==> src/rtl/uart_rx_if.sv <==
// uart_rx_if -- signal bundle between the 8N1 receiver and its consumer.
//   RX    : serial line into the receiver (idles high)
//   OUT   : last received byte
//   VALID : OUT holds an unread byte
//   ACK   : consumer takes OUT (only meaningful while VALID = 1)
//   FERR  : one-cycle pulse, stop bit sampled low
//   OVR   : one-cycle pulse, unread byte overwritten
//   BUSY  : receiver is inside a frame (START/DATA/STOP)
// master = receiver side, slave = line driver / byte consumer side.
interface uart_rx_if;
  logic       RX;
  logic [7:0] OUT;
  logic       VALID;
  logic       ACK;
  logic       FERR;
  logic       OVR;
  logic       BUSY;

  modport master (input RX, ACK, output OUT, VALID, FERR, OVR, BUSY);
  modport slave  (output RX, ACK, input OUT, VALID, FERR, OVR, BUSY);
endinterface

==> src/rtl/uart_rx.sv <==
// uart_rx -- asynchronous 8N1 serial receiver with a one-entry output buffer.
//   CLK : system clock, rising edge
//   RST : asynchronous active-high reset
//   bus : uart_rx_if.master (RX/ACK in; OUT/VALID/FERR/OVR/BUSY out)
// RX is double-flopped, start bits are confirmed at mid-cell, each data and
// stop bit is sampled at its centre. A good stop bit loads OUT/VALID; a low
// stop bit pulses FERR and sends the FSM to HUNT so a held-low line (break)
// is never mistaken for a new start bit.
module uart_rx #(
  parameter int CLK_HZ = 12_000_000,
  parameter int BAUD   = 115_200
) (
  input  logic      CLK,
  input  logic      RST,
  uart_rx_if.master bus
);
  localparam int DIV = CLK_HZ / BAUD;
  localparam int H   = DIV / 2;
  localparam int CW  = $clog2(DIV);
  localparam logic [CW-1:0] CNT_H = CW'(H - 1);
  localparam logic [CW-1:0] CNT_D = CW'(DIV - 1);

  typedef enum logic [2:0] {HUNT, IDLE, START, DATA, STOP} state_t;

  state_t        state_q, state_d;
  logic          rx_meta_q, rx_meta_d;
  logic          rx_s_q, rx_s_d;
  logic [1:0]    sync_vld_q, sync_vld_d;
  logic [CW-1:0] cnt_q, cnt_d;
  logic [2:0]    idx_q, idx_d;
  logic [7:0]    shreg_q, shreg_d;
  logic [7:0]    out_q, out_d;
  logic          valid_q, valid_d;
  logic          ferr_q, ferr_d;
  logic          ovr_q, ovr_d;
  logic          busy_q, busy_d;
  logic          load;

  always_comb begin
    state_d    = state_q;
    rx_meta_d  = bus.RX;
    rx_s_d     = rx_meta_q;
    // The synchroniser flops reset to 1, so rx_s is not a real line sample
    // until two edges after reset; HUNT ignores it until then.
    sync_vld_d = {sync_vld_q[0], 1'b1};
    cnt_d      = cnt_q;
    idx_d      = idx_q;
    shreg_d    = shreg_q;
    out_d      = out_q;
    valid_d    = valid_q;
    ferr_d     = 1'b0;
    ovr_d      = 1'b0;
    load       = 1'b0;

    case (state_q)
      HUNT: if (sync_vld_q[1] && rx_s_q) state_d = IDLE;
      IDLE: begin
        cnt_d = '0;
        if (!rx_s_q) state_d = START;
      end
      START: begin
        if (cnt_q == CNT_H) begin
          if (rx_s_q) state_d = IDLE;  // glitch shorter than half a bit
          else begin
            state_d = DATA;
            cnt_d   = '0;
            idx_d   = '0;
          end
        end else cnt_d = cnt_q + 1'b1;
      end
      DATA: begin
        if (cnt_q == CNT_D) begin
          shreg_d = {rx_s_q, shreg_q[7:1]};
          cnt_d   = '0;
          if (idx_q == 3'd7) state_d = STOP;
          else               idx_d   = idx_q + 3'd1;
        end else cnt_d = cnt_q + 1'b1;
      end
      STOP: begin
        if (cnt_q == CNT_D) begin
          if (rx_s_q) begin
            load    = 1'b1;
            state_d = IDLE;
          end else begin
            ferr_d  = 1'b1;
            state_d = HUNT;
          end
        end else cnt_d = cnt_q + 1'b1;
      end
      default: state_d = HUNT;
    endcase

    // An ACK coinciding with a load consumes the old byte, so no overrun.
    if (load) begin
      out_d   = shreg_q;
      valid_d = 1'b1;
      ovr_d   = valid_q && !bus.ACK;
    end else if (valid_q && bus.ACK) begin
      valid_d = 1'b0;
    end

    busy_d = (state_d == START) || (state_d == DATA) || (state_d == STOP);
  end

  always_ff @(posedge CLK or posedge RST) begin
    if (RST) begin
      state_q    <= HUNT;
      rx_meta_q  <= 1'b1;
      rx_s_q     <= 1'b1;
      sync_vld_q <= '0;
      cnt_q      <= '0;
      idx_q      <= '0;
      shreg_q    <= '0;
      out_q      <= '0;
      valid_q    <= 1'b0;
      ferr_q     <= 1'b0;
      ovr_q      <= 1'b0;
      busy_q     <= 1'b0;
    end else begin
      state_q    <= state_d;
      rx_meta_q  <= rx_meta_d;
      rx_s_q     <= rx_s_d;
      sync_vld_q <= sync_vld_d;
      cnt_q      <= cnt_d;
      idx_q      <= idx_d;
      shreg_q    <= shreg_d;
      out_q      <= out_d;
      valid_q    <= valid_d;
      ferr_q     <= ferr_d;
      ovr_q      <= ovr_d;
      busy_q     <= busy_d;
    end
  end

  assign bus.OUT   = out_q;
  assign bus.VALID = valid_q;
  assign bus.FERR  = ferr_q;
  assign bus.OVR   = ovr_q;
  assign bus.BUSY  = busy_q;
endmodule

==> src/flat_wrapper.sv <==
// flat-port wrapper written by rule: the top's interface ports become plain ports
module uart_rx_flat 
#(
  parameter int CLK_HZ = 12_000_000,
  parameter int BAUD   = 115_200
)
  (CLK, RST, bus_RX, bus_ACK, bus_OUT, bus_VALID, bus_FERR, bus_OVR, bus_BUSY);
  uart_rx_if bus_i ();
  input  logic CLK;
  input  logic RST;
  input wire logic [$bits(bus_i.RX)-1:0] bus_RX;
  input wire logic [$bits(bus_i.ACK)-1:0] bus_ACK;
  output wire logic [$bits(bus_i.OUT)-1:0] bus_OUT;
  output wire logic [$bits(bus_i.VALID)-1:0] bus_VALID;
  output wire logic [$bits(bus_i.FERR)-1:0] bus_FERR;
  output wire logic [$bits(bus_i.OVR)-1:0] bus_OVR;
  output wire logic [$bits(bus_i.BUSY)-1:0] bus_BUSY;
  assign bus_i.RX = bus_RX;
  assign bus_i.ACK = bus_ACK;
  assign bus_OUT = bus_i.OUT;
  assign bus_VALID = bus_i.VALID;
  assign bus_FERR = bus_i.FERR;
  assign bus_OVR = bus_i.OVR;
  assign bus_BUSY = bus_i.BUSY;
  uart_rx #(.CLK_HZ(CLK_HZ), .BAUD(BAUD)) u_core (.CLK(CLK), .RST(RST), .bus(bus_i));
endmodule
==> config.mk <==
export PLATFORM = sky130hd
export DESIGN_NAME = uart_rx_flat
export DESIGN_NICKNAME = d
export VERILOG_FILES = /design/src/rtl/uart_rx_if.sv /design/src/rtl/uart_rx.sv /design/src/flat_wrapper.sv
export SDC_FILE = /design/constraint.sdc
export NUM_CORES = 1
export LEC_CHECK = 0
export CORE_MARGIN = 2
export CORE_UTILIZATION = 50
export DETAILED_ROUTE_END_ITERATION = 10
export PLACE_DENSITY = 0.71
export SLEW_MARGIN = 20
export SYNTH_ARGS = -nofsm -noshare
export SYNTH_HDL_FRONTEND = slang
export SYNTH_SLANG_ARGS = --single-unit
==> constraint.sdc <==
create_clock -name CLK -period 2.2 [get_ports CLK]
set_input_delay 0.44 -clock CLK [delete_from_list [all_inputs] [get_ports CLK]]
set_output_delay 0.44 -clock CLK [all_outputs]
set_load 0.05 [all_outputs]
-- Word-level counts from Yosys, hierarchy flattened
Index checks and enable logic that the tools add are counted.
- memories: 0
- output and inout bits: 12
- ROM bits: 0
- logic and storage cells: 71
- bits in latches: 0
- register bits: 37
- RAM bits: 0
- input port bits: 4
- bitwise gates (word level): 0
- $mul: 0
- equal/unequal tests: 16
- shift operators: 0
- $lt $le $gt $ge: 0
- add/subtract/negate cells: 2
- reductions and logical operators: 13
- divide/modulo/power cells: 0
- multiplexer cells: 28
- operators by type and width (kind ; number):
    $mux W3 ; 10
    $mux W7 ; 4
    $pmux W7 S4 ; 1
    $pmux W3 S5 ; 1
    $eq A3 B2 Y1 const B ; 4
    $mux W1 ; 10
    $eq A3 B3 Y1 const B ; 3
    $add A7 B1 Y7 const B ; 1
    $eq A7 B6 Y1 const B ; 1
    $eq A7 B7 Y1 const B ; 1
    $ne A2 B2 Y1 const B ; 3
    $pmux W3 S2 ; 1
    $reduce_and A5 Y1 ; 1
    $ne A2 B1 Y1 const B ; 2
    $reduce_bool A2 Y1 ; 2
    $reduce_bool A4 Y1 ; 1
    $add A3 B1 Y3 const B ; 1
    $eq A3 B1 Y1 const B ; 1
    $logic_and A1 B1 Y1 ; 3
    $logic_not A3 Y1 ; 1
    $ne A3 B3 Y1 const B ; 1
    $reduce_and A3 Y1 ; 1
    $logic_or A1 B1 Y1 ; 2
    $mux W2 ; 1
    other kinds (2) ; 2

-- Logic depth before layout (Yosys ltp)
Gate-level depths: netlist of the first run.
- depth after elaboration: 7
- gate-level depth with buffers: 6

-- Worst setup path after synthesis of the first run
OpenSTA, ideal clock, no wires.
- path type: reg2reg
- from: register u_core.cnt_q[0]
- to: register u_core.cnt_q[6]
- cell stages (with the launch flop): 7
- path buffers: 0
- library setup time: 0.145 ns
- slack: 0.409 ns
- arrival time: 1.646 ns
- cells stage by stage: dfrtp_1 > ha_1 > nor4b_2 > nand4_1 > a221oi_4 > or2_4 > o221ai_1
- longest elaborated chain between the ends: 3
- elaborated cells on any way between the ends: 10
- those cells by class: 1 x add/sub; 4 x eq/ne; 4 x mux; 1 x reduce/logical
- ends and longest elaborated chain (what ; RTL line ; RTL):
    start, declared ; uart_rx.sv:29 ; logic [CW-1:0] cnt_q, cnt_d;
    start signal, assigned ; uart_rx.sv:124 ; cnt_q <= cnt_d;
    $add A7 B1 Y7, or another cell as far along ; uart_rx.sv:69, uart_rx.sv:77, uart_rx.sv:88 ;
    $mux W7, or another cell as far along ; uart_rx.sv:80 ; if (cnt_q == CNT_D) begin
    $pmux W7 S4 / $reduce_and A3 Y1 (equally long branches) ; n/a ;
Several ways; a longest one is shown, not always the timed one. The select of a mux whose other input is x is not followed.
A chain may end at the register's enable or synchronous reset.

-- Worst setup path in the final report of the first run
Same ends and word-level chain as after synthesis.

==> summary.md, run 1 <==
| Metric | Value |
|---|---|
| Placed cell areas | 1897 um2 |
| Max FO, Critical Path | 6 |
| Largest net degree at the start of global routing | 38 |
| Gr ovfl total | 0 |
| Lkg Pwr | 0.9667 nW |
| Setup crit end kind | flop |
| PwrDens | roughly 700 nW/um2 |
| Syn. warnings | 0 |
| Crit path launch type | flop |
| Clock power frac | 0.250 |
| Area Growth Syn to Fin | 16.79% |
| Commonest non-fill, non-tap cell in the layout | dfrtp_1 |
| DR WL met3 | 124 um |
| Hold Path Class | flop to flop |
| Combinational share of power | 0.151 |
| FILL cells | roughly 290 |
| Final Power | 0.001397 W |
| Max Cap Viol | 0 |
| Vias in the first global route | roughly 1.1k |
| DRT Pass-1 Iters | 4 |
| Top routing layer in use | met4 |
| Residual DRC count | 0 |
| Worst skew pair latency | ~0.34 ns |
| Dpl cells | 198 |
| Crit path arrival time | about 2.2 ns |
| Status | complete, no violations |
| Most frequent cells in the layout | dfrtp_1 (35), clkdlybuf4s50_1 (15), nand2_1 (13) |
| Final Hold Violating Endpoints | 0 |
| Row count | 21 |
| Async S/R FF share, synth | 1.000 |
| Seq/Total Area, Yosys | 0.5488 |
| Post-synthesis net count | roughly 150 |
| Max clock buf depth | 2 |
| Layout net count | roughly 170 |
| Final instance area | approximately 2000 um2 |
| Core Box Area | between 3000 and 4000 um2 |
| GRT Util Overall | 0.1821 |
| Top_reg_cell synth | dfrtp_1 |
| Drt via density | ~5.3 |
| WL per Instance | roughly 15 um |
| Top-area cell type share of the netlist area | 0.5178 |
| FF-to-FF path depth | 6 |
| Fmax | approximately 0.50 GHz |
| Switching share of power | 0.2990 |
| RSZ-0062 raised after global routing | false |
| Clk_skew | approximately 0.012 ns |
| Register bit total from synthesis | 37 |
| I/O Pins | 16 |
| Yosys cell types | a little over 40 |
| Die ar. | a little under 4000 um2 |
| WHS Path Cells | 0 |
| Total CTS buffers | 5 |
| Clk root buf | clkbuf_4 |
| H-tree depth | 2 |
| Post-DRT Antenna Nets | 0 |
| Buffers on Ports | 15 |
| Die width | about 62 um |
| Crit path cell chain | ha_1 > nor4b_2 > nand4_1 > a31oi_4 > or2_4 > o221ai_1 |
| DRT met1 WL | approximately 1400 um |
| Initial core utilization | 0.5150 |
| Largest area contributor in the netlist | dfrtp_1 |
| Area of the multi-input gates | 723.2 um2 |
| Final Setup Violations | 0 |
| WP data required | 2.41 ns |
| Finished Layout Cells | 207 |
| Psw | 0.0004178 W |
| Sequential Area | 928.4 um2 |
| Number of synthesized flops with an enable pin | 0 |
| Reg2reg setup slack | between 0.2 and 0.25 ns |
| GP Congestion | roughly 0.87 |
| First-pass GRT wire length | ~5400 um |
| Max_slew headroom | 0.6644 |
| Reg clk slew, reported paths | ~0.11 ns |
| Mapped Cells | about 140 |
| Final core utilization | 0.6015 |
| Setup TNS Final | 0 ns |
| Max-slew violation count | 0 |
| Post-synthesis cell area | approximately 1700 um2 |
| DR iter-0 viols | 48 |
| Synth area leaders | dfrtp_1 (52%), mux2_2 (6.0%), mux2_1 (4.7%) |
| Period minus WS final | roughly 2 ns |
| Drt total wl | ~3000 um |
| Max VDD drop | about 0.48 mV |
| Clock sink count | 37 |
| Hold Buf Count CTS | 0 |
| DR WL met2 | ~1400 um |
| CTS tree | done |
| Seq pwr share | 0.600 |
| Die height | roughly 62 um |
| Vias post-DR | roughly 1.1k |
| Syn_area_per_cell | roughly 12 um2 |
| Worst slew pin tran | approximately 0.50 ns |
| Crit-path slowest cell | dfrtp_1 |
| CP max stage delay | ~0.41 ns |
| Internal Power | 0.0009793 W |
| WS Path Type | flop to flop |
| Initial antenna violation count | 0 |
| Antenna Cells | 0 |
| Hpwl dp | ~2200 um |
| Final period util | 0.9038 |
| Share of cells above drive strength 1 | 0.2174 |
-- synth_stat cells, types with 2 or more instances --
master,count
buf_4,3
mux2_2,9
a21oi_1,3
mux2i_1,3
nand4_1,5
nand3_1,3
mux2_1,7
a21o_1,2
a2bb2oi_1,3
o21ai_0,5
a21bo_2,2
buf_2,2
dfrtp_1,35
nand2_1,13
o21ai_1,2
nor2_1,4
inv_1,6
dfstp_2,2
ha_1,3
nand2b_1,3
o31ai_1,3
-- power groups by stage --
stage               registers (W)  logic [W]  clock network (W)
global route             0.000851   0.000248           0.000393
finish                   0.000838   0.000211           0.000349
global placement         0.000842   0.000205                  0
detailed placement       0.000851   0.000215                  0
CTS                      0.000838   0.000214           0.000364
floorplan                0.000815   0.000200                  0
-- sequential cells by signal, summed over array words and instances, names as in the netlist, 2 cells and up --
name / count
u_core.bus.OUT: 8
u_core.shreg_q: 8
u_core.cnt_q: 7
u_core.idx_q: 3
u_core.state_q: 3
u_core.sync_vld_q: 2
-- path summary, 6_finish.rpt --
kind | to | start
max | u_core.cnt_q[6]$_DFFE_PP0P_ | u_core.cnt_q[0]$_DFFE_PP0P_
min | u_core.sync_vld_q[1]$_DFF_PP0_ | u_core.sync_vld_q[0]$_DFF_PP0_
max reg2reg | u_core.cnt_q[6]$_DFFE_PP0P_ | u_core.cnt_q[0]$_DFFE_PP0P_
min reg2reg | u_core.sync_vld_q[1]$_DFF_PP0_ | u_core.sync_vld_q[0]$_DFF_PP0_
max in group asynchronous | u_core.rx_s_q$_DFF_PP1_ | RST
min in group asynchronous | u_core.bus.OUT[1]$_DFFE_PP0P_ | RST
-- logic make-up after synthesis --
group / after synthesis / synth area share
and+or+nand+nor: 41 / 0.1435
AOI/OAI and AO/OA: 26 / 0.1265
buffers and inverters: 11 / 0.03254
other: 1 / 0.002217
muxes: 19 / 0.1243
adders and majority gates: 3 / 0.02219
DFF: 37 / 0.5488
-- layout make-up --
class | count | area share
sequential | 37 | 0.4699
multi-input combinational | 90 | 0.3661
timing repair buffer | 20 | 0.09500
tap | 46 | 0.02913
clock buffer | 6 | 0.02090
inverter | 6 | 0.01140
clock inverter | 2 | 0.007600
-- per-stage QoR --
stage | setup slack, ns | hold slack, ns
finish | 0.2117 | 0.3595
global route | 0.04224 | 0.3699
CTS | 0.03987 | 0.3617
detailed placement | 0.07999 | 0.3347
global placement | 0.1438 | 0.3364
floorplan | 0.4094 | 0.3312
-- routing by layer --
| layer | vias to the layer above | GRT usage |
|---|---|---|
| met3 | 5 | 0.05616 |
| met2 | 21 | 0.2826 |
| li1 | 540 | - |
| met5 | - | 0 |
| met1 | 541 | 0.2397 |
| met4 | 0 | 0.07500 |
-- what timing repair did --
action                     CTS  global route
setup endpoints to repair    0            15
gates resized for setup      0             2
setup buffers                0             1
-- worst max-delay path: cells and delay by family (launching register included) --
kind / cells / cell delay, ns
compound gates: 2 / 0.43
fa+ha+maj: 1 / 0.22
flops: 1 / 0.41
simple gates: 3 / 0.80
(Power assumes the default switching activity.)
==> run 2, diff against run 1 <==
Clock period 2.2 ns to 2.32 ns, I/O delays scaled along.
==> summary.md, run 2 (same netlist as run 1, synthesis figures left out) <==
| Metric | Value |
|---|---|
| Post-DRT Antenna Nets | 0 (unchanged) |
| PwrDens | 730.1 nW/um2 (was 707.1 nW/um2) |
| Largest net degree at the start of global routing | 25 (was 38) |
| CP max stage delay | 0.46 ns (was 0.41 ns) |
| Lkg Pwr | 0.9868 nW (was 0.9667 nW) |
| Vias in the first global route | 1167 (was 1126) |
| GRT Util Overall | 0.1686 (was 0.1821) |
| Period minus WS final | 2.071 ns (was 1.988 ns) |
| Initial antenna violation count | 0 (unchanged) |
| Row count | 21 (unchanged) |
| Max Cap Viol | 0 (unchanged) |
| Initial core utilization | 0.5150 (unchanged) |
| Crit path arrival time | 2.25 ns (was 2.20 ns) |
| Setup TNS Final | 0 ns (unchanged) |
| Clk root buf | clkbuf_4 (unchanged) |
| Internal Power | 0.001069 W (was 0.0009793 W) |
| DR iter-0 viols | 39 (was 48) |
| Clk_skew | 0.007563 ns (was 0.01176 ns) |
| Share of cells above drive strength 1 | 0.2063 (was 0.2174) |
| Final Setup Violations | 0 (unchanged) |
| Max clock buf depth | 2 (unchanged) |
| Clock sink count | 37 (unchanged) |
| Seq pwr share | 0.547 (was 0.600) |
| Final core utilization | 0.6072 (was 0.6015) |
| Drt total wl | 2898 um (was 3032 um) |
| Crit path cell chain | ha_1 > nor4b_2 > nand4_1 > a31oi_1 > or2_4 > o221ai_1 (was ha_1 > nor4b_2 > nand4_1 > a31oi_4 > or2_4 > o221ai_1) |
| Commonest non-fill, non-tap cell in the layout | dfrtp_1 (unchanged) |
| Setup crit end kind | flop (unchanged) |
| H-tree depth | 2 (unchanged) |
| Number of buffers added for setup after CTS | 0 (unchanged) |
| Gr ovfl total | 0 (unchanged) |
| Area Growth Syn to Fin | 17.90% (was 16.79%) |
| Finished Layout Cells | 206 (was 207) |
| DRT Pass-1 Iters | 4 (unchanged) |
| Core Box Area | 3284 um2 (unchanged) |
| Most frequent cells in the layout | dfrtp_1 (35), clkdlybuf4s50_1 (15), nand2_1 (13) (unchanged) |
| Die width | 62.17 um (unchanged) |
| Max FO, Critical Path | 6 (unchanged) |
| Fmax | 0.4829 GHz (was 0.5029 GHz) |
| Max VDD drop | 0.4237 mV (was 0.4804 mV) |
| GP Congestion | 0.9087 (was 0.8707) |
| Total CTS buffers | 5 (unchanged) |
| Die ar. | 3864 um2 (unchanged) |
| Final Power | 0.001456 W (was 0.001397 W) |
| First-pass GRT wire length | 5133 um (was 5444 um) |
| Residual DRC count | 0 (unchanged) |
| Switching share of power | 0.2655 (was 0.2990) |
| Hold Path Class | flop to flop (unchanged) |
| Final Hold Violating Endpoints | 0 (unchanged) |
| Vias post-DR | 1130 (was 1107) |
| RSZ-0062 raised after global routing | false (unchanged) |
| CTS tree | done (unchanged) |
| Max_slew headroom | 0.6273 (was 0.6644) |
| Combinational share of power | 0.140 (was 0.151) |
| Drt via density | 5.485 (was 5.348) |
| Crit-path slowest cell | a31oi_1 (was dfrtp_1) |
| Reg clk slew, reported paths | 0.10 ns (was 0.11 ns) |
| Buffers on Ports | 15 (unchanged) |
| Final period util | 0.8926 (was 0.9038) |
| WS Path Type | flop to flop (unchanged) |
| Status | complete, no violations (unchanged) |
| Crit path launch type | flop (unchanged) |
| Max-slew violation count | 0 (unchanged) |
| Worst slew pin tran | 0.5584 ns (was 0.5019 ns) |
| Layout net count | 166 (was 167) |
| CTS resizes | 0 (unchanged) |
| WP data required | 2.50 ns (was 2.41 ns) |
| Psw | 0.0003867 W (was 0.0004178 W) |
| WL per Instance | 14.07 um (was 14.65 um) |
| Worst skew pair latency | 0.33 ns (was 0.34 ns) |
| I/O Pins | 16 (unchanged) |
| Clock power frac | 0.313 (was 0.250) |
| Antenna Cells | 0 (unchanged) |
| Dpl cells | 198 (unchanged) |
| Hpwl dp | 2101 um (was 2208 um) |
| Hold Buf Count CTS | 0 (unchanged) |
| Setup ws final | 0.2492 ns (was 0.2117 ns) |
| Worst slack at placement | 0.3017 ns (was 0.07999 ns) |
| Die height | 62.17 um (unchanged) |
==> run 2: stage by stage <==
stage / cell area (um2) / hold WS (ns)
floorplan: 1692 / 0.3312
global placement: 1909 / 0.3322
detailed placement: 1909 / 0.3387
CTS: 1994 / 0.3633
global route: 1994 / 0.3666
finish: 1994 / 0.3612
==> run 2: critical path, delay by kind of cell, from the launching register on <==
kind | cells | cell delay, ns
DFF | 1 | 0.41
AOI/OAI and AO/OA | 2 | 0.58
adders and majority gates | 1 | 0.21
and+or+nand+nor | 3 | 0.74
==> run 2: final timing paths <==
kind,depth (start not counted),startpoint,end,slack [ns]
min,0,u_core.rx_meta_q$_DFF_PP1_,u_core.rx_s_q$_DFF_PP1_,0.36
min in group asynchronous,2,RST,u_core.cnt_q[6]$_DFFE_PP0P_,0.48
max reg2reg,6,u_core.cnt_q[0]$_DFFE_PP0P_,u_core.cnt_q[6]$_DFFE_PP0P_,0.25
max in group asynchronous,3,RST,u_core.state_q[2]$_DFF_PP0_,1.33
min reg2reg,0,u_core.rx_meta_q$_DFF_PP1_,u_core.rx_s_q$_DFF_PP1_,0.36
max,6,u_core.cnt_q[0]$_DFFE_PP0P_,u_core.cnt_q[6]$_DFFE_PP0P_,0.25
==> run 2: layout make-up <==
| class | count | area (um2) |
|---|---|---|
| clock buffer | 7 | 55.05 |
| clock inverter | 1 | 30.03 |
| fill | 263 | 1290 |
| inverter | 6 | 22.52 |
| multi-input combinational | 90 | 708.2 |
| sequential | 37 | 928.4 |
| tap | 46 | 57.56 |
| timing repair buffer | 19 | 192.7 |
==> run 2: power by group through the flow <==
stage / clock network [W] / logic [W] / registers (W)
after floorplan: 0 / 0.000190 / 0.000772
after global placement: 0 / 0.000203 / 0.000799
after detailed placement: 0 / 0.000205 / 0.000805
after CTS: 0.000465 / 0.000205 / 0.000793
after global routing: 0.000499 / 0.000240 / 0.000804
final: 0.000455 / 0.000204 / 0.000797
==> run 2: per-layer routing <==
metal  wire length, um  vias up  track usage
met5                 0        -            0
met4                65        0      0.08333
met3                97        9      0.04348
met2              1378       22       0.2636
met1              1357      561       0.2194
li1                  -      538            -
==> run 3, diff against run 2 <==
Settings changed: GPL_ROUTABILITY_DRIVEN set to 1.
==> results of run 3 <==
No change in the layout: final DEF, timing and power equal those of run 2.
